==> src/rtl/occ_scan_sequencer.sv <==
// occ_scan_sequencer: drives the scan-enable waveform for the on-chip clock
// controller. Each pattern runs shift, pre-settle, capture and post-settle.
// During capture it counts rising edges of cap_en, and it flags any window
// whose pulse count is not the expected one (2 at-speed, 1 otherwise).
// Optional build macro OCC_SEQ_FINAL_UNLOAD_EN adds a final unload shift
// after the last pattern, so that pattern's capture data is shifted out.
module occ_scan_sequencer #(
  parameter int CHAIN_LEN = 16,
  parameter int CAP_WIN   = 12,
  parameter int SETTLE    = 2,
  parameter int PAT_W     = 8
) (
  input  logic             fclk,
  input  logic             rst_n,
  input  logic             start,
  input  logic [PAT_W-1:0] num_pat,
  input  logic             ats_mode,
  input  logic             cap_en,
  output logic             se,
  output logic             shift_en,
  output logic             busy,
  output logic             done,
  output logic [PAT_W-1:0] pat_idx,
  output logic             err,
  output logic [PAT_W-1:0] err_cnt
);

  localparam int CW = $clog2(CHAIN_LEN + CAP_WIN + SETTLE + 1);

  typedef enum logic [2:0] {
    S_IDLE, S_SHIFT, S_PRE, S_CAP, S_POST, S_UNLOAD, S_DONE
  } state_e;

  state_e           state_q, state_d;
  logic [CW-1:0]    cnt_q, cnt_d;
  logic [PAT_W-1:0] num_pat_q, pat_idx_q, err_cnt_q;
  logic [1:0]       edge_q;
  logic             ats_q, cap_prev_q, err_q;
  logic             se_q, shift_en_q, busy_q, done_q;
  logic             phase_end, last_pat, accept, cap_rise, mismatch;

  // Last cycle of the current timed phase.
  always_comb begin
    phase_end = 1'b0;
    unique case (state_q)
      S_SHIFT, S_UNLOAD: phase_end = (cnt_q == CW'(CHAIN_LEN - 1));
      S_PRE, S_POST:     phase_end = (cnt_q == CW'(SETTLE - 1));
      S_CAP:             phase_end = (cnt_q == CW'(CAP_WIN - 1));
      default:           phase_end = 1'b0;
    endcase
  end

  assign accept   = (state_q == S_IDLE) && start && (num_pat != '0);
  assign last_pat = (pat_idx_q == num_pat_q - PAT_W'(1));
  // The first capture cycle compares against the last PRE sample.
  assign cap_rise = (state_q == S_CAP) && cap_en && !cap_prev_q;
  // Evaluated once, on the first POST cycle, after the whole window has counted.
  assign mismatch = (state_q == S_POST) && (cnt_q == '0) &&
                    (edge_q != (ats_q ? 2'd2 : 2'd1));

  // Next-state selection; the phase counter restarts on every state change.
  always_comb begin
    state_d = state_q;
    unique case (state_q)
      S_IDLE:   if (accept) state_d = S_SHIFT;
      S_SHIFT:  if (phase_end) state_d = S_PRE;
      S_PRE:    if (phase_end) state_d = S_CAP;
      S_CAP:    if (phase_end) state_d = S_POST;
      S_POST:
        if (phase_end) begin
          if (!last_pat) state_d = S_SHIFT;
`ifdef OCC_SEQ_FINAL_UNLOAD_EN
          else           state_d = S_UNLOAD;
`else
          else           state_d = S_DONE;
`endif
        end
      S_UNLOAD: if (phase_end) state_d = S_DONE;
      S_DONE:   state_d = S_IDLE;
      default:  state_d = S_IDLE;
    endcase
    cnt_d = ((state_d != state_q) || (state_q == S_IDLE)) ? '0 : cnt_q + CW'(1);
  end

  // State, counters, and outputs registered from the next state.
  always_ff @(posedge fclk or negedge rst_n) begin
    if (!rst_n) begin
      state_q    <= S_IDLE;
      cnt_q      <= '0;
      num_pat_q  <= '0;
      pat_idx_q  <= '0;
      err_cnt_q  <= '0;
      edge_q     <= '0;
      ats_q      <= 1'b0;
      cap_prev_q <= 1'b0;
      err_q      <= 1'b0;
      se_q       <= 1'b1;
      shift_en_q <= 1'b0;
      busy_q     <= 1'b0;
      done_q     <= 1'b0;
    end else begin
      state_q    <= state_d;
      cnt_q      <= cnt_d;
      cap_prev_q <= cap_en;
      se_q       <= (state_d != S_CAP);
      shift_en_q <= (state_d == S_SHIFT) || (state_d == S_UNLOAD);
      busy_q     <= (state_d != S_IDLE);
      done_q     <= (state_d == S_DONE);
      if (accept) begin
        num_pat_q <= num_pat;
        ats_q     <= ats_mode;
        err_q     <= 1'b0;
        err_cnt_q <= '0;
        pat_idx_q <= '0;
      end
      if ((state_q == S_POST) && phase_end && !last_pat)
        pat_idx_q <= pat_idx_q + PAT_W'(1);
      if (cap_rise && (edge_q != 2'd3))
        edge_q <= edge_q + 2'd1;
      else if ((state_q == S_POST) && phase_end)
        edge_q <= '0;
      if (mismatch) begin
        err_q <= 1'b1;
        if (err_cnt_q != '1) err_cnt_q <= err_cnt_q + PAT_W'(1);
      end
    end
  end

  assign se       = se_q;
  assign shift_en = shift_en_q;
  assign busy     = busy_q;
  assign done     = done_q;
  assign pat_idx  = pat_idx_q;
  assign err      = err_q;
  assign err_cnt  = err_cnt_q;

endmodule
==> config.mk <==
export PLATFORM = sky130hd
export DESIGN_NAME = occ_scan_sequencer
export DESIGN_NICKNAME = d
export VERILOG_FILES = /design/src/rtl/occ_scan_sequencer.sv
export SDC_FILE = /design/constraint.sdc
export NUM_CORES = 1
export LEC_CHECK = 0
export CORE_MARGIN = 2
export CORE_UTILIZATION = 54
export DETAILED_ROUTE_END_ITERATION = 16
export PLACE_DENSITY = 0.8
export SLEW_MARGIN = 20
export SYNTH_ARGS = -nofsm -noshare
export SYNTH_HDL_FRONTEND = slang
export SYNTH_SLANG_ARGS = --single-unit
==> constraint.sdc <==
create_clock -name fclk -period 2.2 [get_ports fclk]
set_input_delay 0.44 -clock fclk [delete_from_list [all_inputs] [get_ports fclk]]
set_output_delay 0.44 -clock fclk [all_outputs]
set_load 0.005 [all_outputs]
# == Word level (Yosys, flattened, before mapping) ==
# Cells that the tools add are included.
# classes
n_addsub,5
n_eq_ne,17
mux,20
n_reduce_logical,22
# ops
op,count
2-to-1 mux 8 bit,5
2-to-1 mux 3 bit,7
case mux 3 bit (6 select lines),1
"adder 8 x 1 -> 8 bit, second input constant",2
"equality test 3 bit, second input constant",4
"equality test 5 x 4 -> 1 bit, second input constant",2
logical AND 1 bit,9
equality test 8 bit,1
"inequality test 8 bit, second input constant",1
nonzero test 8 bit,1
"subtractor 8 x 1 -> 8 bit, second input constant",1
"equality test 3 x 1 -> 1 bit, second input constant",2
"equality test 3 x 2 -> 1 bit, second input constant",2
2-to-1 mux 2 bit,3
nonzero test 2 bit,3
"adder 5 x 1 -> 5 bit, second input constant",1
"equality test 5 x 1 -> 1 bit, second input constant",1
zero test 5 bit,1
2-to-1 mux 5 bit,1
OR reduction 2 bit,2
zero test 3 bit,1
"inequality test 3 x 2 -> 1 bit, second input constant",1
inequality test 3 bit,1
case mux 1 bit (3 select lines),1
other kinds (7),10
# totals
ff_bits,41
output_inout_bits,21
elab_cells,77

# == Depth between registers and ports, before layout ==
# Gate-level depths: netlist (run 1).
# logic_depth
depth_word,8
ltp_mapped,10
mapped_depth_nobuf,9

# == Worst setup path after synthesis (run 1) ==
# OpenSTA, ideal clock, no wires.
# synth_timing
kind,reg2reg
startpoint,register cnt_q[2]
endpoint,register pat_idx_q[5] (netlist: pat_idx[5])
arrival_ns,1.936
required_ns,2.121
path_slack_ns,0.184
path_stages_with_launch,9
path_buffers,1
synth_period_minus_slack_ns,2.016
cell_sequence,dfrtp_1 -> buf_6 -> or4_1 -> mux2i_1 -> a41o_2 -> nand3_4 -> a21oi_4 -> mux2_2 -> mux2i_1
# synth_via
elab_chain_cells,5
elab_cells_between_ends,8
cone_classes,eq/ne: 3; mux: 2; reduce/logical: 3
# synth_rtl
element,line_no,rtl
"start, declared",35,"logic [CW-1:0] cnt_q, cnt_d;"
"start signal, assigned",103,cnt_q <= cnt_d;
"equality test 5 x 4 -> 1 bit, or another cell as far along",48,S_CAP: phase_end = (cnt_q == CW'(CAP_WIN - 1));
case mux 1 bit (3 select lines) *,45,unique case (state_q)
logical AND 1 bit * (2 in series),116,if ((state_q == S_POST) && phase_end && !last_pat)
2-to-1 mux 8 bit / nonzero test 2 bit (equally long branches),n/a,
"end signal, assigned",117,pat_idx_q <= pat_idx_q + PAT_W'(1);
"end, declared",36,"logic [PAT_W-1:0] num_pat_q, pat_idx_q, err_cnt_q;"
# Every way passes the cells marked *; elsewhere a longest branch is shown, timed or not.
# A chain may end at the register's enable or synchronous reset.

# == Worst setup path after layout (run 1) ==
# layout_timing
startpoint,register num_pat_q[1]
endpoint,register pat_idx_q[4] (netlist: pat_idx[4])
# layout_via
elab_chain_cells,5
elab_cells_between_ends,6
cone_classes,add/sub: 1; eq/ne: 1; mux: 1; reduce/logical: 3
# layout_rtl
element,line_no,rtl
"start, declared",36,
"start signal, assigned",110,num_pat_q <= num_pat;
subtractor 8 x 1 -> 8 bit *,54,assign last_pat = (pat_idx_q == num_pat_q - PAT_W'(1));
equality test 8 bit *,54,
zero test 1 bit *,116,
logical AND 1 bit *,116,
2-to-1 mux 8 bit / nonzero test 2 bit (equally long branches),n/a,
# Marks and branches as above.

==> flow_metrics.py, run 1 <==
metrics = {
    "sta": {
        "layout_worst_path_cycle_share_pct": 95.1,
        "worst_clock_skew_ns": 0.00466,
        "finalCriticalPeriod_ns": 2.09,
        "grt_setup_unrepaired": "yes",
        "timing_worst_slew_pin_value_ns": 0.534,
        "max_freq_ghz": 0.478,
        "hold_violations": 0,
        "finalSetupViolations": 0,
        "slew_headroom_pct": 64.4,
        "maxSlewViolCount": 0,
        "finalSetupTns_ns": 0,
    },
    "place": {
        "dpl-instance-area_um2": 2710,
        "place.gp.congestion": 0.751,
        "dp_cells": 319,
        "portBuffers": 33,
        "detailed_place_hpwl_um": 3470,
    },
    "logic_synthesis": {
        "synth_adder_area_share_pct": 3.29,
        "ys_ff_latch": 41,
        "post_synth_instance_area_um2": 2280,
        "ys_async_sr_fraction_pct": 100,
        "yosysTopAreaCell": "dfrtp_1",
        "dominantRegCellSynth": "dfrtp_1",
        "mappedNetlistNets": 251,
        "synth_compound_area_share_pct": 13.7,
        "cells_after_synthesis": 232,
        "synth_simple_gate_area_share_pct": 22.5,
        "synthesis.yosys.warnings": 0,
        "synth.top_cells.by_area": "dfrtp_1, mux2_2, xnor2_1, nor2_1, ha_1",
        "synth_xor_xnor_area_share_pct": 5.77,
        "yosysUniqueCellTypes": 48,
        "combinational_family_with_the_most_area_after_synthesis": "simple AND/OR/NAND/NOR gates",
        "synth_edf_count": 0,
        "yosysTopAreaCellShare_pct": 43.9,
        "synth.avg_cell_area_um2": 9.82,
        "yosysSeqAreaShare_pct": 45.1,
        "post_synth_mux_area_share_pct": 5.82,
    },
    "worst_setup_path": {
        "start_kind": "flip-flop",
        "path_max_fanout": 7,
        "rr_startpoint": "num_pat_q[1]",
        "crit_arrival_ns": 2.27,
        "reg2reg_setup_slack_ns": 0.11,
        "length_in_cells_of_the_worst_reg_to_reg_path": 9,
        "setup.worst_path.end_class": "flip-flop",
        "crit-reg2reg-capture": "pat_idx[4]",
        "cp_slowest_stage_delay_ns": 0.42,
        "critical_path_class": "reg2reg",
        "timing.critical_path.slowest_stage_cell": "dfrtp_1",
        "timing.critical_path.required_ns": 2.38,
        "chain_of_cells_forming_the_critical_path": "inv_2 > ha_4 > xnor2_1 > and4b_1 > a41oi_1 > nand2_1 > a21oi_4 > nor2_4 > a221o_1",
    },
    "power": {
        "total_leakage_power_nw": 1.26,
        "p_clk_share_pct": 36.6,
        "pwr-share-seq_pct": 47.8,
        "power_per_cell_area_nw_per_um2": 602,
        "power.switching_uw": 441,
        "max-vdd-ir-drop_mv": 0.389,
        "sw_frac_of_total_pct": 25.4,
        "internal-power_mw": 1.29,
        "power_frac_comb_pct": 15.6,
        "total_power_mw": 1.73,
    },
    "route": {
        "finalWirelength_um": 4990,
        "final_antenna_net_count": 0,
        "final_routed_drc_violation_total": 0,
        "post_drt_via_cell_ratio": 5.70,
        "vias": 1869,
        "detailedRoute.firstIterationViolations": 58,
        "avgRoutedWirePerCell_um": 15.2,
        "detail_route.first_pass.iterations": 6,
    },
    "final_layout": {
        "n_antenna_cell": 0,
        "nets_final": 296,
        "post_route_cells_drive_above_1_share_pct": 17.6,
        "area_delta_synth_final_pct": 26.5,
        "fillers": 306,
        "layout.cell_area.non_filler_um2": 2880,
        "layout.cells.most_common": "dfrtp_1",
        "stdcell_count": 328,
        "leading_cell_types_in_the_layout_fill_and_taps_excluded": "dfrtp_1, clkdlybuf4s50_1, nor2_1, nand2_1",
    },
    "die": {
        "initial_core_util_pct": 56.6,
        "number_of_top_level_pins": 34,
        "die_width_um": 69.0,
        "die_h_um": 69.0,
        "core_area_um2": 4030,
        "die-area_um2": 4750,
        "rows": 23,
    },
    "cts": {
        "clk_pin_slew_worst_paths_ns": 0.08,
        "tritoncts": "built",
        "cts_max_path_buffers": 2,
        "worstSkewPairLatency_ns": 0.30,
        "clock_tree.htree_level_count": 2,
        "clock_root_buffer_master": "clkbuf_8",
        "cts_hold_buf": 0,
        "clock_sink_count": 41,
        "numCtsBuffers": 5,
    },
    "global_route": {
        "first_global_vias": 1741,
        "grt_pass1_wl_um": 7920,
        "maximum_number_of_pins_on_one_net_before_global_route_repair": 42,
        "grt_antenna_before_repair": 0,
        "grt_use_total_pct": 22.5,
        "overflow": 0,
    },
    "flow_run": {
        "drv_cap": 0,
    },
    "min_path": {
        "hold_path.class": "in2async",
    },
    "outcome": {
        "outcome": "complete, no violations",
    },
}
[cells in the mapped netlist (all sizes together), types with 2 or more instances]
master   n
o31ai    2
o22ai    2
xnor2   10
a21oi    8
o21ai   15
or2      2
and2     2
a211o    2
dfrtp   40
nor2    22
nand2b   8
a221o    3
mux2    10
ha       6
nor3     9
buf      6
mux2i    2
o311ai   2
a21o     2
nand2   17
xor2     5
nand4    4
nor2b    3
clkbuf   4
nand3b   3
inv      8
and3     5
nand3   13
nor4     5
[flip-flops by register name (all words and copies together) (netlist names)]
name and flops:
err_cnt 8, num_pat_q 8, pat_idx 8, cnt_q 5, state_q 3, edge_q 2, ats_q 1, busy 1
cap_prev_q 1, done 1, err 1, se 1, shift_en 1
[worst max-delay path: cells and delay by family (launching register included)]
kind | cells | cell delay (ns)
compound gates | 3 | 0.76
xor+xnor | 1 | 0.12
fa+ha+maj | 1 | 0.18
buf+inv | 1 | 0.07
flops | 1 | 0.42
simple gates | 3 | 0.42
[metrics by stage]
step,hold slack [ns],worst slack [ns],util [%]
floorplan,0.144,0.184,-
global placement,0.501,0.0959,67.3
detailed placement,0.521,0.0408,67.3
CTS,0.228,0.0261,70.2
global route,0.252,0.000361,71.6
finish,0.203,0.108,71.6
[layout make-up]
type                    instances  area (um2)  area share [%]
flip-flops and latches         41        1030            35.6
multi-input cells             173        1210            41.9
clock inverters                 1        30.0            1.04
well taps                      50        62.6            2.17
repair buffers                 48         438            15.2
inverters                       8        30.0            1.04
clock buffers                   7        86.3            2.99
[power groups by stage]
stage / sequential [mW] / clock (mW) / combinational [mW]
floorplan: 0.839 / 0 / 0.131
global placement: 0.843 / 0 / 0.258
detailed placement: 0.845 / 0 / 0.264
CTS: 0.830 / 0.643 / 0.267
global route: 0.836 / 0.678 / 0.305
finish: 0.830 / 0.635 / 0.270
[logic make-up after synthesis]
kind of cell	Yosys count
XOR/XNOR	15
adder cells (fa/ha/maj)	6
AO/OA/AOI/OAI	44
buffers and inverters	18
flip-flops	41
multiplexers	12
AND/OR/NAND/NOR	96
[what timing repair did]
action / in CTS / in global routing
endpoints found under the setup margin: 0 / 12
resized for setup: 0 / 10
buffers inserted: 0 / 1
[worst max-delay path by stage]
stage | start | to | slack (ns) | depth (start not counted)
floorplan | cnt_q[2] | pat_idx[5] | 0.18 | 8
global placement | num_pat[1] | busy | 0.1 | 6
detailed placement | num_pat_q[2] | pat_idx[5] | 0.04 | 7
CTS | num_pat_q[2] | pat_idx[5] | 0.03 | 7
global route | state_q[1] | err_cnt[4] | 0.0004 | 7
finish | num_pat_q[1] | pat_idx[4] | 0.11 | 9
[per-layer routing]
layer,vias up,part of all wire (%),GRT usage [%]
met5,-,0,0
met4,0,1.4,8.82
met3,7,3.2,3.90
met2,34,50,36.8
met1,907,46,29.6
li1,921,-,-
No activity file was read; power rests on OpenSTA's default activity.
==> run 2, diff against run 1 <==
CORE_UTILIZATION = 49   (was 54)
PLACE_DENSITY = 0.76   (was 0.8)
clock period = 1.75 ns   (was 2.2 ns; I/O delays follow)
==> run 2 against run 1 <==
  * The run now ends with setup timing left
  * Non-clock buffer count up 58
  * Highest routed layer unchanged
  * Core utilization increased by 12 points
  * Sequential share of layout area decreased by 7.7 points
  * Critical path depth stayed put
  * Count of clock-buffer cells in the layout fell by 1
  * Largest power group unchanged
  * Register-to-register slack worse by 0.54 ns
  * Via count grew 26%
  * Sequential power rose by 27%
==> flow_metrics.py, run 2 (synthesis gave the netlist of run 1 again) <==
metrics = {
    "outcome": {
        "outcome": "finished with violations",
        "failed_checks": "setup timing",
    },
    "route": {
        "vias": 2358,
        "post_drt_via_cell_ratio": 6.08,
        "finalWirelength_um": 7820,
        "avgRoutedWirePerCell_um": 20.2,
        "detailedRoute.firstIterationViolations": 248,
        "detail_route.first_pass.iterations": 4,
        "final_antenna_net_count": 0,
        "final_routed_drc_violation_total": 0,
    },
    "sta": {
        "finalCriticalPeriod_ns": 2.19,
        "hold_violations": 0,
        "maxSlewViolCount": 0,
        "postLayoutSetupSlackWorst_ns": -0.437,
        "slew_headroom_pct": 64.0,
        "fin_worst_hold_slack_ns": 0.0997,
        "finalSetupViolations": 41,
        "max_freq_ghz": 0.457,
        "timing_worst_slew_pin_value_ns": 0.539,
        "layout_worst_path_cycle_share_pct": 125,
        "worst_clock_skew_ns": 0.0119,
        "grt_setup_unrepaired": "yes",
    },
    "final_layout": {
        "area_delta_synth_final_pct": 62.0,
        "post_route_cells_drive_above_1_share_pct": 44.3,
        "nets_final": 354,
        "n_antenna_cell": 0,
        "leading_cell_types_in_the_layout_fill_and_taps_excluded": "buf_4, dfrtp_1, clkdlybuf4s50_1, buf_6, nor2_1",
        "fillers": 232,
        "layout.cells.most_common": "buf_4",
    },
    "die": {
        "core_area_um2": 4410,
        "rows": 24,
        "number_of_top_level_pins": 34,
        "die_h_um": 72.2,
        "die_width_um": 72.2,
        "initial_core_util_pct": 51.6,
        "die-area_um2": 5210,
    },
    "cts": {
        "cts_hold_buf": 0,
        "clk_pin_slew_worst_paths_ns": 0.09,
        "clock_sink_count": 41,
        "numCtsBuffers": 5,
        "worstSkewPairLatency_ns": 0.31,
        "clock_root_buffer_master": "clkbuf_8",
        "tritoncts": "built",
        "clock_tree.htree_level_count": 2,
        "cts_max_path_buffers": 2,
    },
    "worst_setup_path": {
        "reg2reg_setup_slack_ns": -0.44,
        "crit_arrival_ns": 2.39,
        "critical_path_class": "reg2reg",
        "setup.worst_path.end_class": "flip-flop",
        "path_max_fanout": 5,
        "start_kind": "flip-flop",
        "timing.critical_path.required_ns": 1.96,
    },
    "place": {
        "detailed_place_hpwl_um": 3930,
        "portBuffers": 33,
        "post-place-ws_ns": -0.378,
        "place.gp.congestion": 0.787,
    },
    "global_route": {
        "grt_pass1_wl_um": 9900,
        "maximum_number_of_pins_on_one_net_before_global_route_repair": 42,
        "overflow": 0,
        "grt_antenna_before_repair": 0,
        "grt_use_total_pct": 25.1,
        "first_global_vias": 2112,
    },
    "power": {
        "power_per_cell_area_nw_per_um2": 623,
        "max-vdd-ir-drop_mv": 0.704,
        "internal-power_mw": 1.67,
        "total_leakage_power_nw": 1.63,
        "p_clk_share_pct": 36.3,
        "power.switching_uw": 632,
        "pwr-share-seq_pct": 45.6,
        "power_frac_comb_pct": 18.1,
        "sw_frac_of_total_pct": 27.5,
    },
    "flow_run": {
        "drv_cap": 0,
    },
    "min_path": {
        "hold_path.class": "in2async",
    },
}
run 2: cell types whose count changed in the layout (fill, tap and decap cells not counted), moves of 5 or more:
cell	previous run	this run
nand2_1	17	12
o21ai_0	15	6
mux2_2	9	1
o21ai_1	0	6
buf_6	0	17
nor2_1	21	15
nor2_2	0	5
mux2_4	1	9
buf_4	15	52
run 2: per-layer routing:
metal | global-route usage [%] | up-vias | routed length, um
met1 | 31.0 | 1163 | 2910
met2 | 41.9 | 113 | 4120
met5 | 0 | - | 0
met3 | 5.56 | 31 | 440
li1 | - | 1051 | -
met4 | 11.7 | 0 | 352
run 2: cell type report:
cell class	instances	area (um2)	share of cell area (%)
sequential	41	1030	28.0
clock inverter	2	37.5	1.02
multi-input combinational	173	1450	39.2
timing repair buffer	106	997	27.0
inverter	8	30.0	0.814
tap	52	65.1	1.76
clock buffer	6	82.6	2.24
run 2: what timing repair did:
action / CTS / global route
setup buffers: 11 / 13
cloned: 1 / 1
endpoints found under the setup margin: 37 / 41
gates resized for setup: 37 / 50
pin swaps: 19 / 12
run 2: power groups by stage:
stage / Combinational [mW] / Sequential, mW / Clock, mW
after floorplan: 0.165 / 1.05 / 0
after global placement: 0.346 / 1.06 / 0
after detailed placement: 0.351 / 1.06 / 0
after CTS: 0.356 / 1.04 / 0.824
after global routing: 0.447 / 1.06 / 0.875
final: 0.416 / 1.05 / 0.835
run 2: path summary, 6_finish.rpt:
kind / startpoint / end / cells past startpoint
worst max-delay path: num_pat_q[2] / pat_idx[6] / 9
worst min-delay path: rst_n / pat_idx[3] / 2
worst max register to register: num_pat_q[2] / pat_idx[6] / 9
worst min register to register: err_cnt[5] / err_cnt[5] / 1
max in group asynchronous: rst_n / num_pat_q[2] / 2
min in group fclk: err_cnt[5] / err_cnt[5] / 1
run 2: stage by stage:
step                      cell area (um2)  setup TNS (ns)  util, %  power (mW)  std cells
after floorplan                      2320           -2.31        -        1.22        232
after global placement               3020           -6.44     68.5        1.40        355
after detailed placement             3020           -7.64     68.5        1.41        355
after CTS                            3370           -3.63     76.4        2.22        375
after global routing                 3690          -11.42     83.6        2.38        388
final                                3690           -8.32     83.6        2.30        388
run 2: worst max-delay path: stages, from the launching register on:
cell and delay [ns]:
dfrtp_2 0.48, buf_4 0.17, nor3_1 0.27, nand2_1 0.11, xnor2_1 0.15, o2111a_2 0.26, a21oi_4 0.10, buf_6 0.13
and3_1 0.18, a211o_1 0.23
==> run 3, diff against run 2 <==
GPL_TIMING_DRIVEN = 0   (was unset)
PLACE_DENSITY = 0.77   (was 0.76)
RECOVER_POWER = 25   (was unset)
==> run 3 against run 2 <==
  * The run still ends with setup timing left
  * Clock power down 2%
  * Clock skew down 0.0076 ns
  * Core utilization down 3.5 points
  * Total power down 1.6%
  * Maximum frequency down 0.17%
  * Die area unchanged
  * Sequential share of layout area up 1.2 points
  * Combinational power down 5.3%
  * Final cell count down 5.4%
  * Final area down 4.2%
  * First-iteration DRC count down 35%
  * Critical path type unchanged
  * Largest cell class unchanged
  * Largest power group unchanged
==> flow_metrics.py, run 3 (synthesis gave the netlist of run 1 again) <==
metrics = {
    "outcome": {
        "outcome": "finished with violations",
        "failed_checks": "setup timing",
    },
    "worst_setup_path": {
        "cp_slowest_stage_delay_ns": 0.45,
        "reg2reg_setup_slack_ns": -0.44,
        "chain_of_cells_forming_the_critical_path": "inv_2 > ha_4 > xnor2_1 > and4b_1 > a41oi_2 > nand2_2 > and2_4 > nor4_1 > a211o_1",
        "setup.worst_path.end_class": "flip-flop",
        "critical_path_class": "reg2reg",
        "timing.critical_path.required_ns": 1.99,
        "timing.critical_path.slowest_stage_cell": "dfrtp_1",
        "length_in_cells_of_the_worst_reg_to_reg_path": 9,
        "crit_arrival_ns": 2.43,
        "start_kind": "flip-flop",
        "path_max_fanout": 6,
        "rr_startpoint": "num_pat_q[0]",
        "crit-reg2reg-capture": "pat_idx[7]",
    },
    "place": {
        "portBuffers": 33,
        "place.gp.congestion": 0.768,
        "detailed_place_hpwl_um": 3490,
        "dpl-instance-area_um2": 2740,
        "dp_cells": 318,
    },
    "power": {
        "max-vdd-ir-drop_mv": 0.700,
        "total_leakage_power_nw": 1.54,
        "total_power_mw": 2.26,
        "power_per_cell_area_nw_per_um2": 640,
    },
    "cts": {
        "worstSkewPairLatency_ns": 0.30,
        "clk_pin_slew_worst_paths_ns": 0.08,
        "numCtsBuffers": 5,
        "cts_hold_buf": 0,
        "tritoncts": "built",
        "cts_max_path_buffers": 2,
        "clock_sink_count": 41,
        "clock_root_buffer_master": "clkbuf_8",
        "clock_tree.htree_level_count": 2,
    },
    "sta": {
        "max_freq_ghz": 0.456,
        "finalSetupViolations": 39,
        "postLayoutSetupSlackWorst_ns": -0.441,
        "finalSetupTns_ns": -9.07,
        "layout_worst_path_cycle_share_pct": 125,
        "worst_clock_skew_ns": 0.00431,
        "timing_worst_slew_pin_value_ns": 1.18,
        "maxSlewViolCount": 0,
        "hold_violations": 0,
        "grt_setup_unrepaired": "yes",
        "finalCriticalPeriod_ns": 2.19,
        "slew_headroom_pct": 21.4,
    },
    "die": {
        "die_width_um": 72.2,
        "die-area_um2": 5210,
        "initial_core_util_pct": 51.6,
        "number_of_top_level_pins": 34,
        "rows": 24,
        "die_h_um": 72.2,
        "core_area_um2": 4410,
    },
    "final_layout": {
        "n_antenna_cell": 0,
        "leading_cell_types_in_the_layout_fill_and_taps_excluded": "dfrtp_1, clkdlybuf4s50_1, buf_4, buf_6, nor2_1",
        "layout.cell_area.non_filler_um2": 3540,
        "post_route_cells_drive_above_1_share_pct": 41.6,
        "layout.cells.most_common": "dfrtp_1",
        "nets_final": 333,
        "area_delta_synth_final_pct": 55.2,
        "stdcell_count": 367,
    },
    "global_route": {
        "maximum_number_of_pins_on_one_net_before_global_route_repair": 24,
        "first_global_vias": 2030,
        "grt_pass1_wl_um": 9760,
        "grt_antenna_before_repair": 0,
        "overflow": 0,
        "grt_use_total_pct": 24.6,
    },
    "route": {
        "final_antenna_net_count": 0,
        "final_routed_drc_violation_total": 0,
        "post_drt_via_cell_ratio": 6.05,
        "detail_route.first_pass.iterations": 5,
        "vias": 2222,
        "avgRoutedWirePerCell_um": 19.9,
        "finalWirelength_um": 7290,
        "detailedRoute.firstIterationViolations": 160,
    },
    "flow_run": {
        "drv_cap": 0,
    },
    "min_path": {
        "hold_path.class": "in2async",
    },
}
run 3: cell type report:
class	instances	area [um2]
Fill cell	251	878
Clock inverter	1	30.0
Inverter	8	30.0
Timing Repair Buffer	78	742
Tap cell	52	65.1
Clock buffer	7	86.3
Sequential cell	41	1030
Multi-Input combinational cell	173	1480
Buffer	7	73.8
run 3: repair_timing:
action,CTS,global route
endpoints found under the setup margin,37,38
gates cloned,2,0
gates resized for setup,56,50
pin swaps,28,13
buffers inserted,23,19
run 3: worst max path at each step:
stage / startpoint / end / slack [ns] / cells past startpoint
floorplan: state_q[0] / pat_idx[3] / -0.22 / 7
global placement: rst_n / cnt_q[3] / -0.71 / 1
detailed placement: state_q[1] / err_cnt[4] / -0.40 / 8
CTS: state_q[0] / pat_idx[4] / -0.29 / 7
global route: num_pat_q[0] / pat_idx[7] / -0.50 / 9
finish: num_pat_q[0] / pat_idx[7] / -0.44 / 9
run 3: where the power goes:
group	switching [mW]	internal, mW
Combinational	0.191	0.202
Clock	0.353	0.466
Sequential	0.0619	0.988
Total	0.606	1.66
run 3: metrics by stage:
| step | setup slack [ns] | util, % | hold WS (ns) |
|---|---|---|---|
| 4_1_cts | -0.293 | 73.2 | 0.0128 |
| 2_1_floorplan | -0.220 | - | 0.0544 |
| 6_report | -0.441 | 80.1 | 0.263 |
| 5_1_grt | -0.499 | 80.1 | 0.343 |
| 3_5_place_dp | -0.400 | 62.1 | 0.336 |
| 3_3_place_gp | -0.705 | 61.6 | 0.506 |
run 3: per-layer routing:
layer / global-route usage (%) / routed length (um) / up-vias
met4: 12.2 / 299 / 0
met2: 41.0 / 3600 / 114
met5: 0 / 0 / -
li1: - / - / 991
met3: 5.69 / 429 / 33
met1: 29.8 / 2970 / 1084
run 3: worst max-delay path, delay by kind of cell (launching register included):
family	cells	cell delay [ns]
simple gates	4	0.90
fa+ha+maj	1	0.19
buf+inv	1	0.08
compound gates	2	0.35
flops	1	0.45
xor+xnor	1	0.16
